**config.mk**
```make
export PLATFORM = sky130hd
export DESIGN_NAME = jump_ctrl
export DESIGN_NICKNAME = d
export VERILOG_FILES = /design/src/rtl/jump_ctrl_pkg.sv /design/src/rtl/jump_ctrl_ret_stack.sv /design/src/rtl/jump_ctrl.sv
export SDC_FILE = /design/constraint.sdc
export NUM_CORES = 1
export LEC_CHECK = 0
export ABC_CLOCK_PERIOD_IN_PS = 4019
export BUFFER_PORTS_ARGS = -buffer_cell sky130_fd_sc_hd__buf_2
export CAP_MARGIN = 20
export CORE_MARGIN = 1.5
export CORE_UTILIZATION = 55
export DETAILED_ROUTE_END_ITERATION = 8
export PLACE_DENSITY = 0.74
export SLEW_MARGIN = 0
export SYNTH_ARGS = -nofsm -noshare
export SYNTH_HDL_FRONTEND = slang
export SYNTH_SLANG_ARGS = --single-unit
```
**constraint.sdc**
```tcl
create_clock -name clk -period 4.02 [get_ports clk]
set_input_delay 1.206 -clock clk [delete_from_list [all_inputs] [get_ports clk]]
set_output_delay 1.206 -clock clk [all_outputs]
set_load 0.005 [all_outputs]
```
**src/rtl/jump_ctrl_pkg.sv**
```systemverilog
// Shared definitions for the program-counter jump initiator.
//   br_op_e : branch opcode field of the current instruction
//   D_DEF   : default program-counter / target width
//   L_DEF   : default branch-target LUT index width
package jump_ctrl_pkg;

   typedef enum logic [2:0] {
      BR_NOP  = 3'b000,
      BR_JMP  = 3'b001,
      BR_BZ   = 3'b010,
      BR_BNZ  = 3'b011,
      BR_BN   = 3'b100,
      BR_CALL = 3'b101,
      BR_RET  = 3'b110,
      BR_RSV  = 3'b111
   } br_op_e;

   localparam int D_DEF = 10;
   localparam int L_DEF = 5;

endpackage

```
**src/rtl/jump_ctrl_ret_stack.sv**
```systemverilog
// Return-address stack for CALL/RET.
//   clk, reset : clock and synchronous active-high reset (clears pointer only)
//   push, pop  : push data / pop top on the clock edge
//   data       : return address to push
//   top        : current top of stack (0 when empty)
//   depth      : occupancy, 0..S
//   full/empty : occupancy flags
// A push while full and a pop while empty are silently dropped here; the
// caller records them as overflow/underflow.
module ret_stack #(
   parameter int D = 10,
   parameter int S = 4
) (
   input  logic                     clk,
   input  logic                     reset,
   input  logic                     push,
   input  logic                     pop,
   input  logic [D-1:0]             data,
   output logic [D-1:0]             top,
   output logic [$clog2(S+1)-1:0]   depth,
   output logic                     full,
   output logic                     empty
);

   localparam int DW = $clog2(S+1);
   localparam int IW = (S > 1) ? $clog2(S) : 1;

   logic [D-1:0]  mem [S];
   logic [DW-1:0] top_ptr;

   assign top_ptr = depth - DW'(1);
   assign full    = (depth == DW'(S));
   assign empty   = (depth == '0);
   assign top     = empty ? '0 : mem[top_ptr[IW-1:0]];

   always_ff @(posedge clk) begin
      if (reset) begin
         depth <= '0;
      end else if (push && !full) begin
         depth <= depth + DW'(1);
      end else if (pop && !empty) begin
         depth <= depth - DW'(1);
      end
   end

   // Contents survive reset; only the pointer is cleared.
   always_ff @(posedge clk) begin
      if (!reset && push && !full) begin
         mem[depth[IW-1:0]] <= data;
      end
   end

endmodule

```
**src/rtl/jump_ctrl.sv**
```systemverilog
// Initiator side of the program-counter jump interface.
//   clk, reset         : clock, synchronous active-high reset
//   programCounter     : address of the current instruction
//   brOp, lutIdx       : branch opcode and target-LUT index of that instruction
//   flagWe, aluZero/Neg: latch ALU flags on this edge
//   lutWe/Waddr/Wdata  : branch-target LUT write port
//   jumpEn, target     : combinational jump request to the program counter
//   depth              : return-stack occupancy
//   overflow/underflow : sticky CALL-when-full / RET-when-empty
module jump_ctrl
   import jump_ctrl_pkg::*;
#(
   parameter int D = D_DEF,
   parameter int L = L_DEF,
   parameter int S = 4
) (
   input  logic                     clk,
   input  logic                     reset,
   input  logic [D-1:0]             programCounter,
   input  logic [2:0]               brOp,
   input  logic [L-1:0]             lutIdx,
   input  logic                     flagWe,
   input  logic                     aluZero,
   input  logic                     aluNeg,
   input  logic                     lutWe,
   input  logic [L-1:0]             lutWaddr,
   input  logic [D-1:0]             lutWdata,
   output logic                     jumpEn,
   output logic [D-1:0]             target,
   output logic [$clog2(S+1)-1:0]   depth,
   output logic                     overflow,
   output logic                     underflow
);

   logic [D-1:0] lut [2**L];
   logic         zf, nf;
   br_op_e       op;
   logic         push, pop, full, empty;
   logic [D-1:0] stack_top, ret_addr;

   assign op       = br_op_e'(brOp);
   assign ret_addr = programCounter + D'(1);

   // Decode uses the registered flags and pre-write LUT contents, so a branch
   // sharing a cycle with a flag or LUT write sees the older values.
   always_comb begin
      jumpEn = 1'b0;
      target = '0;
      push   = 1'b0;
      pop    = 1'b0;
      if (!reset) begin
         unique case (op)
            BR_JMP: begin
               jumpEn = 1'b1;
               target = lut[lutIdx];
            end
            BR_BZ: if (zf) begin
               jumpEn = 1'b1;
               target = lut[lutIdx];
            end
            BR_BNZ: if (!zf) begin
               jumpEn = 1'b1;
               target = lut[lutIdx];
            end
            BR_BN: if (nf) begin
               jumpEn = 1'b1;
               target = lut[lutIdx];
            end
            BR_CALL: begin
               jumpEn = 1'b1;
               target = lut[lutIdx];
               push   = 1'b1;
            end
            BR_RET: begin
               pop = 1'b1;
               if (!empty) begin
                  jumpEn = 1'b1;
                  target = stack_top;
               end
            end
            default: ;
         endcase
      end
   end

   always_ff @(posedge clk) begin
      if (reset) begin
         zf        <= 1'b0;
         nf        <= 1'b0;
         overflow  <= 1'b0;
         underflow <= 1'b0;
         for (int i = 0; i < 2**L; i++) begin
            lut[i] <= '0;
         end
      end else begin
         if (flagWe) begin
            zf <= aluZero;
            nf <= aluNeg;
         end
         if (lutWe) begin
            lut[lutWaddr] <= lutWdata;
         end
         if (push && full) begin
            overflow <= 1'b1;
         end
         if (pop && empty) begin
            underflow <= 1'b1;
         end
      end
   end

   ret_stack #(.D(D), .S(S)) u_ret_stack (
      .clk   (clk),
      .reset (reset),
      .push  (push),
      .pop   (pop),
      .data  (ret_addr),
      .top   (stack_top),
      .depth (depth),
      .full  (full),
      .empty (empty)
   );

endmodule

```
# Word-level counts from Yosys, hierarchy flattened
# Memories as Yosys holds them, arrays and structs flattened.
# Cells that the tools add are included.
# word_totals
register_bits	7
mem_bits_rw	360
inputBits	39
out_inout_bits	16
word_cells	58
n_memories	2
# classes
n_addsub	3
n_eq_ne	7
muxes	28
n_reduce_logical	13
# memory_table
name	words	width	read_ports	rd_clocked_by_memory_dff	wr	line_no	text
lut	32	10	1	0	32	jump_ctrl.sv:35	logic [D-1:0] lut [2**L];
u_ret_stack.mem	4	10	1	0	1	jump_ctrl_ret_stack.sv:28	logic [D-1:0] mem [S];
# op_table
cell	n
$mux 10	6
$pmux 10 s5	1
$mux 1	17
$eq 3x3->1 const B	4
$add 10x1->10 const B	1
$reduce_or 10->1	1
$eq 3x2->1 const B	2
$logic_and 1x1->1	6
$mux 3	2
$mux 5	1
$pmux 1 s5	1
$add 3x1->3 const B	1
$eq 3x1->1 const B	1
$logic_not 1->1	3
$logic_not 3->1	1
$sub 3x1->3 const B	1
$reduce_bool 2->1	1
$reduce_or 2->1	1

# Longest topological paths before layout
# depth
word_depth	7
mapped_depth	8
ltp_nobuf	7

# Hierarchy
# A second synthesis with hierarchy kept.
# unflattened
cells_unflattened	1247
hier_area_um2	17261.6
# modules_own_cells
module	instances	cells_each	area_per_inst_um2	seq_area_each_um2
jump_ctrl	1	1151	15471.1	9689.3
ret_stack	1	96	1790.5	1261.2

# Least setup slack after synthesis
# OpenSTA, ideal clock, no wires.
# synth_timing
path_kind	input -> output
start	input port lutIdx[0]
end	output port target[5]
arrival_ns	2.549
required_time_ns	2.814
path_slack_ns	0.265
cell_stages	8
n_path_buf	4
cell_sequence	buf_6 -> buf_8 -> buf_6 -> nor2b_1 -> buf_4 -> a22oi_1 -> a21oi_1 -> o41ai_1
# synth_via
elab_chain_cells	4
word_cells_on_any_way	6
classes_between	mux (5); memory (1)
# synth_rtl
element	line_no	text
from (decl)	jump_ctrl.sv:21	input logic [L-1:0] lutIdx,
$mem_v2 32x10 (*)	-	
$mux 10 (on tied branches)	jump_ctrl.sv:65, jump_ctrl.sv:57, jump_ctrl.sv:61	
$pmux 10 s5 (*)	jump_ctrl.sv:52	unique case (op)
$mux 10 (*)	jump_ctrl.sv:51	if (!reset) begin
to (decl)	jump_ctrl.sv:29	output logic [D-1:0] target,
# Every way passes the cells marked *; elsewhere a longest branch is shown, timed or not.

# Worst setup path after layout
# layout_timing
start	input port lutIdx[0]
end	output port target[4]
# Same word-level chain as after synthesis.

==> qor.yml <==
cts_htree_levels: 2
finalMaxSlewViolations: 0
layout_commonest_cell: "edfxtp_1"
finalSetupViolations: 9
clock_latency_ns: 0.53
rrSetupSlack_ns: 2.18
syn_inst: 1199
finalPower_w: 0.00881
grt_pass1_vias: 9990
ir_worst_vdd_v: 0.000342
cp_data_required_time_ns: 2.81
top_layer: "met4"
initial_core_util_pct: 56.2
antenna_found_initial: 0
synth_enable_flop_cells: 360
die_w_um: 180
rsz0062_at_grt: "true"
min_period_ns: 4.11
num_rows: 64
worst-path-max-fanout: 8
area_growth_pct: 16.8
drive_gt1_share_pct: 26.2
synth_ff_type: "edfxtp_1"
place_ws_ns: -0.396
synthesis.area_um2: 17200
ys_ff_latch: 367
wl_per_cell_um: 24.1
met2_length_um: 19100
grt_max_degree: 45
run_status: "complete, but fails checks"
placed_area_um2: 18300
core_area_um2: 30700
async_flop_share_pct: 0
cpMostUsedCell: "buf_12"
die-area_um2: 32400
power_density_nw_per_um2: 438
p_leak_nw: 7.44
reg2reg_from: "u_ret_stack.depth[1]"
relSlewSlack_pct: 51.9
min_period_over_period_pct: 102
placed_cells: 1641
setup_ws_ns: -0.0873
dp_hpwl_um: 26600
min_from: "overflow"
r2r_end: "u_ret_stack.mem[2][4]"
fmaxAchievable_mhz: 243
hold_violations: 0
cpMaxStageDelayCell: "mux4_2"
clock_path_buffers: 3
wl_met1_um: 17100
grt.overflow.total: 0
cts.sinks: 367
routed_wl_um: 41400
groute.usage.overall_pct: 25.4
gp_congestion: 0.888
syn_area_per_cell_um2: 14.4
violations: "negative setup slack"
final_area_um2: 20100
ant_nets: 0
drc: 0
ys_warn_count: 0
syn_nets: 1244
cp-end-kind: "output port"
fillers: 2088
io_buffers: 54
skew_ns: 0.00796
antennaDiodeCount: 0
avgViaCountPerCell: 5.97
grt_first_pass_wirelength_um: 61400
cts_tree: "done"
fp.dieH_um: 180
arrival_ns: 2.90
holdPathStages: 2
slowest_delay_ns: 0.55
fin_nets: 1340
r2r_cells: 4
vias: 10275
fin_tns_setup_ns: -0.401
clockRootBuffer: "clkbuf_16"
hold_class: "reg -> reg"
tightest_slew_ns: 0.721
hold_end: "overflow"
cp-start-kind: "input pin"
cts_buffers: 38
dr_wl_met3_um: 3440
layout_common_cells: "edfxtp_1, and2_1, buf_4"
drt-initial-drc-count: 1072
yosysSeqAreaShare_pct: 63.6
path_class: "in -> out"
pin_count: 55
clk_pin_slew_ns: 0.06
finalNonFillerCells: 1721
cp_cell_sequence: "buf_12, buf_12, mux4_2, a221oi_2, buf_4, o21a_4, o41ai_1, buf_2"
synth_cell_types: 51
dr.pass1.iters: 5
drv_cap: 0
[worst max-delay path, delay by kind of cell]
kind / cells / cell delay (ns)
buffers and inverters: 4 / 0.58
AOI/OAI and AO/OA: 3 / 0.55
muxes: 1 / 0.55
[cell families after synthesis]
| logic type | share of synthesized area [%] |
|---|---|
| flip-flops | 63.6 |
| buffers and inverters | 3.07 |
| AO/OA/AOI/OAI | 4.06 |
| XOR/XNOR | 0.458 |
| AND/OR/NAND/NOR | 16.2 |
| adder cells (fa/ha/maj) | 0.436 |
| multiplexers | 12.1 |
[state kept, by name, summed over array words and instances (netlist names)]
register and flops:
zf 1, overflow 1, nf 1, u_ret_stack.depth 3, lut 320, u_ret_stack.mem 40
underflow 1
[what timing repair did]
item,CTS,global route
gates resized for setup,57,22
endpoints found under the setup margin,10,10
pin swaps,11,15
gates cloned,3,1
buffers inserted,7,3
hold buffers,0,0
[cell type report]
type | instances | area (um^2) | share of cell area (%)
clock inverters | 22 | 278 | 1.38
repair buffers | 162 | 1350 | 6.70
well taps | 396 | 495 | 2.46
multi-input cells | 718 | 6020 | 30.0
clock buffers | 48 | 988 | 4.91
inverters | 8 | 30.0 | 0.149
flip-flops and latches | 367 | 11000 | 54.4
[per-layer routing]
metal | GRT usage [%] | up-vias
met5 | 0 | -
met4 | 11.4 | 0
met3 | 5.19 | 96
met2 | 39.0 | 447
met1 | 35.2 | 5153
li1 | - | 4579
[power by group]
group	leakage [nW]	switching, W	internal [W]	total, W
logic	3.37	0.000444	0.000321	0.000765
clock network	0.612	0.00146	0.00214	0.00360
registers	3.46	0.0000572	0.00438	0.00444
total	7.44	0.00196	0.00685	0.00881
[worst max path at each step]
stage	slack, ns	to	cells past startpoint	from
3_5_place_dp	-0.40	target[9]	8	lutIdx[0]
2_1_floorplan	0.26	target[5]	8	lutIdx[0]
4_1_cts	-0.10	target[3]	9	lutIdx[0]
5_1_grt	-0.11	target[2]	7	lutIdx[0]
3_3_place_gp	-0.35	target[9]	8	lutIdx[0]
6_report	-0.09	target[4]	8	lutIdx[0]
[metrics by stage]
stage          util [%]  hold WS, ns
2_1_floorplan         -        0.453
3_3_place_gp       59.8        0.462
3_5_place_dp       59.8        0.457
4_1_cts            65.2        0.479
5_1_grt            65.6        0.507
6_report           65.6        0.482
[synth_stat cells (2+ instances only)]
cell	number	area, um^2
buf_6	3	33.8
a221oi_1	12	105
mux2i_1	83	831
mux2_2	3	33.8
edfxtp_1	360	10800
and3b_1	2	17.5
or3b_2	2	17.5
and2_1	325	2030
nand3_1	8	40.0
mux4_1	9	236
buf_2	9	45.0
nor3_1	4	20.0
nand2b_1	5	31.3
a22oi_1	35	263
nor2_1	46	173
mux4_2	44	991
inv_1	8	30.0
or2_2	33	206
xnor2_1	6	52.6
a21oi_1	16	80.1
xor2_1	3	26.3
a211oi_1	6	45.0
and3_1	2	12.5
o21a_1	7	52.6
buf_4	15	113
nor2b_1	6	37.5
ha_1	6	75.1
nor3b_1	2	15.0
a31oi_1	2	12.5
nand2_1	23	86.3
o41ai_1	9	78.8
clkbuf_1	77	289
nand3b_1	4	30.0
dfxtp_1	7	140
Power figures use the tool's default switching activity.
